===== src/rtl/i3c_bus_input_conditioner.sv =====
// I3C SCL/SDA input conditioning: pad synchronizers, per-line glitch filters,
// edge/START/STOP pulse generation, bus-busy tracking and bus-free timeout.
module i3c_bus_input_conditioner #(
  parameter int SyncStages     = 2,
  parameter int FilterCntWidth = 4,
  parameter int IdleCntWidth   = 16
) (
  input  logic                      clk_i,
  input  logic                      rst_ni,
  input  logic                      scl_raw_i,
  input  logic                      sda_raw_i,
  input  logic                      enable_i,
  input  logic [FilterCntWidth-1:0] filter_cycles_i,
  input  logic [IdleCntWidth-1:0]   idle_thresh_i,
  output logic                      scl_o,
  output logic                      sda_o,
  output logic                      scl_rise_o,
  output logic                      scl_fall_o,
  output logic                      start_det_o,
  output logic                      stop_det_o,
  output logic                      bus_busy_o,
  output logic                      bus_idle_o
);

  localparam logic [FilterCntWidth-1:0] FiltOne = {{(FilterCntWidth-1){1'b0}}, 1'b1};
  localparam logic [IdleCntWidth-1:0]   IdleOne = {{(IdleCntWidth-1){1'b0}}, 1'b1};

  logic [SyncStages-1:0]     scl_sync_q, scl_sync_d;
  logic [SyncStages-1:0]     sda_sync_q, sda_sync_d;
  logic                      scl_syn, sda_syn;
  logic                      scl_f_q, scl_f_d, sda_f_q, sda_f_d;
  logic [FilterCntWidth-1:0] scl_cnt_q, scl_cnt_d, sda_cnt_q, sda_cnt_d;
  logic                      scl_prev_q, sda_prev_q;
  logic                      scl_rise_q, scl_rise_d, scl_fall_q, scl_fall_d;
  logic                      start_q, start_d, stop_q, stop_d;
  logic                      busy_q, busy_d;
  logic                      idle_q, idle_d;
  logic [IdleCntWidth-1:0]   idle_cnt_q, idle_cnt_d;
  logic                      start_c, stop_c, idle_cond;

  always_comb begin
    scl_sync_d = {scl_sync_q[SyncStages-2:0], scl_raw_i};
    sda_sync_d = {sda_sync_q[SyncStages-2:0], sda_raw_i};
    scl_syn    = scl_sync_q[SyncStages-1];
    sda_syn    = sda_sync_q[SyncStages-1];

    // A pending change commits once it has persisted past filter_cycles_i
    scl_f_d   = scl_f_q;
    scl_cnt_d = '0;
    if (scl_syn != scl_f_q) begin
      if (scl_cnt_q >= filter_cycles_i) scl_f_d = scl_syn;
      else scl_cnt_d = scl_cnt_q + FiltOne;
    end

    sda_f_d   = sda_f_q;
    sda_cnt_d = '0;
    if (sda_syn != sda_f_q) begin
      if (sda_cnt_q >= filter_cycles_i) sda_f_d = sda_syn;
      else sda_cnt_d = sda_cnt_q + FiltOne;
    end

    scl_rise_d = scl_f_q & ~scl_prev_q;
    scl_fall_d = ~scl_f_q & scl_prev_q;

    // SCL must be high on both sides of the SDA change, so a simultaneous
    // SCL transition never qualifies as START or STOP
    start_c = enable_i & scl_prev_q & scl_f_q & sda_prev_q & ~sda_f_q;
    stop_c  = enable_i & scl_prev_q & scl_f_q & ~sda_prev_q & sda_f_q;
    start_d = start_c;
    stop_d  = stop_c;

    busy_d = busy_q;
    if (!enable_i)    busy_d = 1'b0;
    else if (start_c) busy_d = 1'b1;
    else if (stop_c)  busy_d = 1'b0;

    idle_cond  = enable_i & scl_f_q & sda_f_q & ~busy_q;
    idle_cnt_d = '0;
    if (idle_cond) idle_cnt_d = (&idle_cnt_q) ? idle_cnt_q : idle_cnt_q + IdleOne;
    idle_d = idle_cond & (idle_cnt_q >= idle_thresh_i);
  end

  always_ff @(posedge clk_i or negedge rst_ni) begin
    if (!rst_ni) begin
      scl_sync_q <= '1;
      sda_sync_q <= '1;
      scl_f_q    <= 1'b1;
      sda_f_q    <= 1'b1;
      scl_cnt_q  <= '0;
      sda_cnt_q  <= '0;
      scl_prev_q <= 1'b1;
      sda_prev_q <= 1'b1;
      scl_rise_q <= 1'b0;
      scl_fall_q <= 1'b0;
      start_q    <= 1'b0;
      stop_q     <= 1'b0;
      busy_q     <= 1'b0;
      idle_q     <= 1'b0;
      idle_cnt_q <= '0;
    end else begin
      scl_sync_q <= scl_sync_d;
      sda_sync_q <= sda_sync_d;
      scl_f_q    <= scl_f_d;
      sda_f_q    <= sda_f_d;
      scl_cnt_q  <= scl_cnt_d;
      sda_cnt_q  <= sda_cnt_d;
      scl_prev_q <= scl_f_q;
      sda_prev_q <= sda_f_q;
      scl_rise_q <= scl_rise_d;
      scl_fall_q <= scl_fall_d;
      start_q    <= start_d;
      stop_q     <= stop_d;
      busy_q     <= busy_d;
      idle_q     <= idle_d;
      idle_cnt_q <= idle_cnt_d;
    end
  end

  assign scl_o       = scl_f_q;
  assign sda_o       = sda_f_q;
  assign scl_rise_o  = scl_rise_q;
  assign scl_fall_o  = scl_fall_q;
  assign start_det_o = start_q;
  assign stop_det_o  = stop_q;
  assign bus_busy_o  = busy_q;
  assign bus_idle_o  = idle_q;

endmodule

===== config.mk =====
export PLATFORM = sky130hd
export DESIGN_NAME = i3c_bus_input_conditioner
export DESIGN_NICKNAME = d
export VERILOG_FILES = /design/src/rtl/i3c_bus_input_conditioner.sv
export SDC_FILE = /design/constraint.sdc
export NUM_CORES = 1
export LEC_CHECK = 0
export ABC_AREA = 1
export CELL_PAD_IN_SITES_DETAIL_PLACEMENT = 1
export CELL_PAD_IN_SITES_GLOBAL_PLACEMENT = 1
export CORE_MARGIN = 2
export CORE_UTILIZATION = 25
export DETAILED_ROUTE_END_ITERATION = 12
export PLACE_DENSITY_LB_ADDON = 0.1
export SYNTH_ARGS = -nofsm -noshare
export SYNTH_HDL_FRONTEND = slang
export SYNTH_SLANG_ARGS = --single-unit

===== constraint.sdc =====
create_clock -name clk_i -period 1.8 [get_ports clk_i]
set_clock_uncertainty 0.2 [all_clocks]
set_input_delay 0.36 -clock clk_i [delete_from_list [all_inputs] [get_ports clk_i]]
set_output_delay 0.36 -clock clk_i [all_outputs]
set_load 0.05 [all_outputs]

==> impl_metrics.csv <==
group,metric,value,unit
hold_path,min_path_type,"flop to flop",
synth,synth-edff-count,0,
detailed_routing,wl,5861,µm
detailed_routing,drt-pass1-iter-count,4,
synth,ys_ff_latch,38,
cts,htree_levels,2,
worst_setup_path,cp_cell_sequence,"clkdlybuf4s50_1 -> inv_1 -> ha_1 -> nand4_1 -> buf_4 -> inv_1 -> a21oi_2 -> a21oi_2",
placement,placed_area,2934,µm²
die,die_w,101.0,µm
die,dieArea,10200,µm²
worst_setup_path,cp_data_arrival_time,1710,ps
global_route,grt_pass1_wl,9839,µm
final_layout,area_growth,38.80,%
synth,syn_area_per_cell,8.396,µm²
worst_setup_path,critPathMaxStageDelay,450,ps
cts,cts_made_buffers,5,
final_layout,fin_util,35.48,%
die,coreArea,9196,µm²
detailed_routing,routedWlPerCell,13.08,µm
placement,dp_hpwl,4545,µm
synth,netlist_area,2351,µm²
final_layout,fillerInstances,1100,
die,start_util,25.56,%
cts,cts_buffer_depth,2,
detailed_routing,routed_via_density,4.527,
die,ios,33,
synth,ys_dominant_reg_cell,"dfrtp_1",
job,cap_violations,0,
synth,async_reset_ff_share,100.0,%
worst_setup_path,endpoint_kind,"flop",
detailed_routing,drc,0,
timing,tightest_slew,462.4,ps
detailed_routing,first_iter_violations,29,
detailed_routing,vias,2028,
timing,setup_viol,0,
timing,hold_violations,0,
global_route,grt.total_usage,12.32,%
final_layout,layout.nets,388,
global_route,grt_max_degree,39,
run_status,status,"finished clean",
pwr,power.ir.vdd_worst,0.0004535,V
final_layout,num_antenna_cells,0,
pwr,cellPowerDensity,829.9,nW/µm²
worst_setup_path,start_kind,"input pin",
timing,period_minus_slack,1725,ps
final_layout,drive_gt1_share,24.93,%
die,num_rows,35,
worst_setup_path,crit_required,1780,ps
detailed_routing,ant_nets,0,
timing,rsz0062_at_grt,"true",
synth,ys_types,31,
timing,layout_setup_ws,75.27,ps
synth,synthesis.nets,332,
global_route,overflow,0,
global_route,antenna_found_initial,0,
worst_setup_path,slowest_stage,"clkdlybuf4s50_1",
worst_setup_path,path_max_fanout,2,
cts,clock_latency,290,ps
timing,period_share,95.82,%
timing,fin_hold_ws,160.1,ps
placement,pre_cts_ws,-315.7,ps
synth,synth-seq-area-share,40.87,%
placement,gp_congestion,0.7268,
synth,ys_warn_count,0,
placement,placement.io_buffers,32,
final_layout,final_area,3263,µm²
cts,root_buffer,"clkbuf_8",
final_layout,layout_common_cells,"inv_1 (51), nand2_1 (51), dfrtp_1 (30)",
synth,synthCells,280,
die,dieHeight,101.0,µm
timing,drv_slew,0,
cts,cts_tree,"done",
worst_setup_path,crit_type,"input pin to flop",
global_route,grt_pass1_vias,2065,
timing,slew_headroom,68.95,%
cts,clk_pin_slew,80,ps
timing,clock.fmax,0.5798,GHz
pwr,p_leak,1.650,nW
cts,cts_sinks,38,
## state kept, by name, summed over array words and instances (netlist names), 2 cells and up
name and count:
sda_sync_q 2, idle_cnt_q 16, sda_cnt_q 4, scl_sync_q 2
scl_cnt_q 4
## worst max-delay path: cells and delay by family
kind | cells | cell delay [ps]
AND/OR/NAND/NOR | 1 | 140
AO/OA/AOI/OAI | 2 | 250
buffers and inverters | 4 | 660
adder cells (fa/ha/maj) | 1 | 290
## cell families after synthesis
kind of cell,after synthesis,synth area share (%)
adders and majority gates,27,14.37
buffers and inverters,54,9.101
xor gates and xnor gates,6,2.235
and+or+nand+nor,128,26.88
DFF,38,40.87
AOI/OAI and AO/OA,27,6.546
## timing repair
item / CTS / global route
pin swaps: 0 / 14
setup buffers: 0 / 4
endpoints found under the setup margin: 1 / 19
hold buffers: 1 / 0
resized for setup: 1 / 32
hold endpoints to repair: 30 / 0
## area by class of cell
class                      count  area, µm²  area share (%)
clock buffer                   8      110.1           3.374
multi-input combinational    188       1349           41.33
timing repair buffer          51      509.2           15.61
sequential                    38      960.9           29.45
inverter                      52      195.2           5.982
tap                          111      138.9           4.256
## routing by layer
metal	part of all wire [%]	up-vias	track usage (%)
li1	-	1025	-
met1	49	974	16.62
met2	47	24	20.10
met3	2.8	5	2.219
met4	1.3	0	3.742
met5	0	-	0
## power breakdown
part           switching (W)  total, W  internal (W)  leakage (nW)
sequential         0.0000875   0.00109       0.00101         0.497
clock               0.000303  0.000690      0.000387        0.0575
combinational       0.000523  0.000924      0.000400          1.10
total               0.000914   0.00271       0.00179          1.65
## worst paths after layout
check	from	endpoint	slack, ps	cells after the start
setup / recovery	idle_thresh_i[14]	bus_idle_o	80	8
hold / removal	scl_sync_q[0]	scl_sync_q[1]	160	0
setup reg to reg	idle_cnt_q[0]	idle_cnt_q[10]	90	8
hold reg to reg	scl_sync_q[0]	scl_sync_q[1]	160	0
max in group asynchronous	rst_ni	sda_sync_q[1]	770	3
min in group asynchronous	rst_ni	stop_det_o	360	3
## synthesized netlist by cell type, types with 8 or more instances
| master | count | area (µm²) |
|---|---|---|
| nand2_1 | 53 | 198.9 |
| inv_1 | 52 | 195.2 |
| dfrtp_1 | 30 | 750.7 |
| ha_1 | 27 | 337.8 |
| nand3_1 | 22 | 110.1 |
| nor2_1 | 16 | 60.06 |
| nor3_1 | 10 | 50.05 |
| a21oi_1 | 9 | 45.04 |
| nand4_1 | 9 | 56.30 |
| dfstp_2 | 8 | 210.2 |
| o21ai_0 | 8 | 40.04 |
## metrics by stage
stage	TNS (ps)	power, W	instances
3_5_place_dp	-3681	0.001973	435
5_1_grt	-120.9	0.002904	448
4_1_cts	0	0.002692	444
2_1_floorplan	0	0.001591	280
3_3_place_gp	-3683	0.001964	435
6_report	0	0.002708	448
No activity file was read; power rests on OpenSTA's default activity.
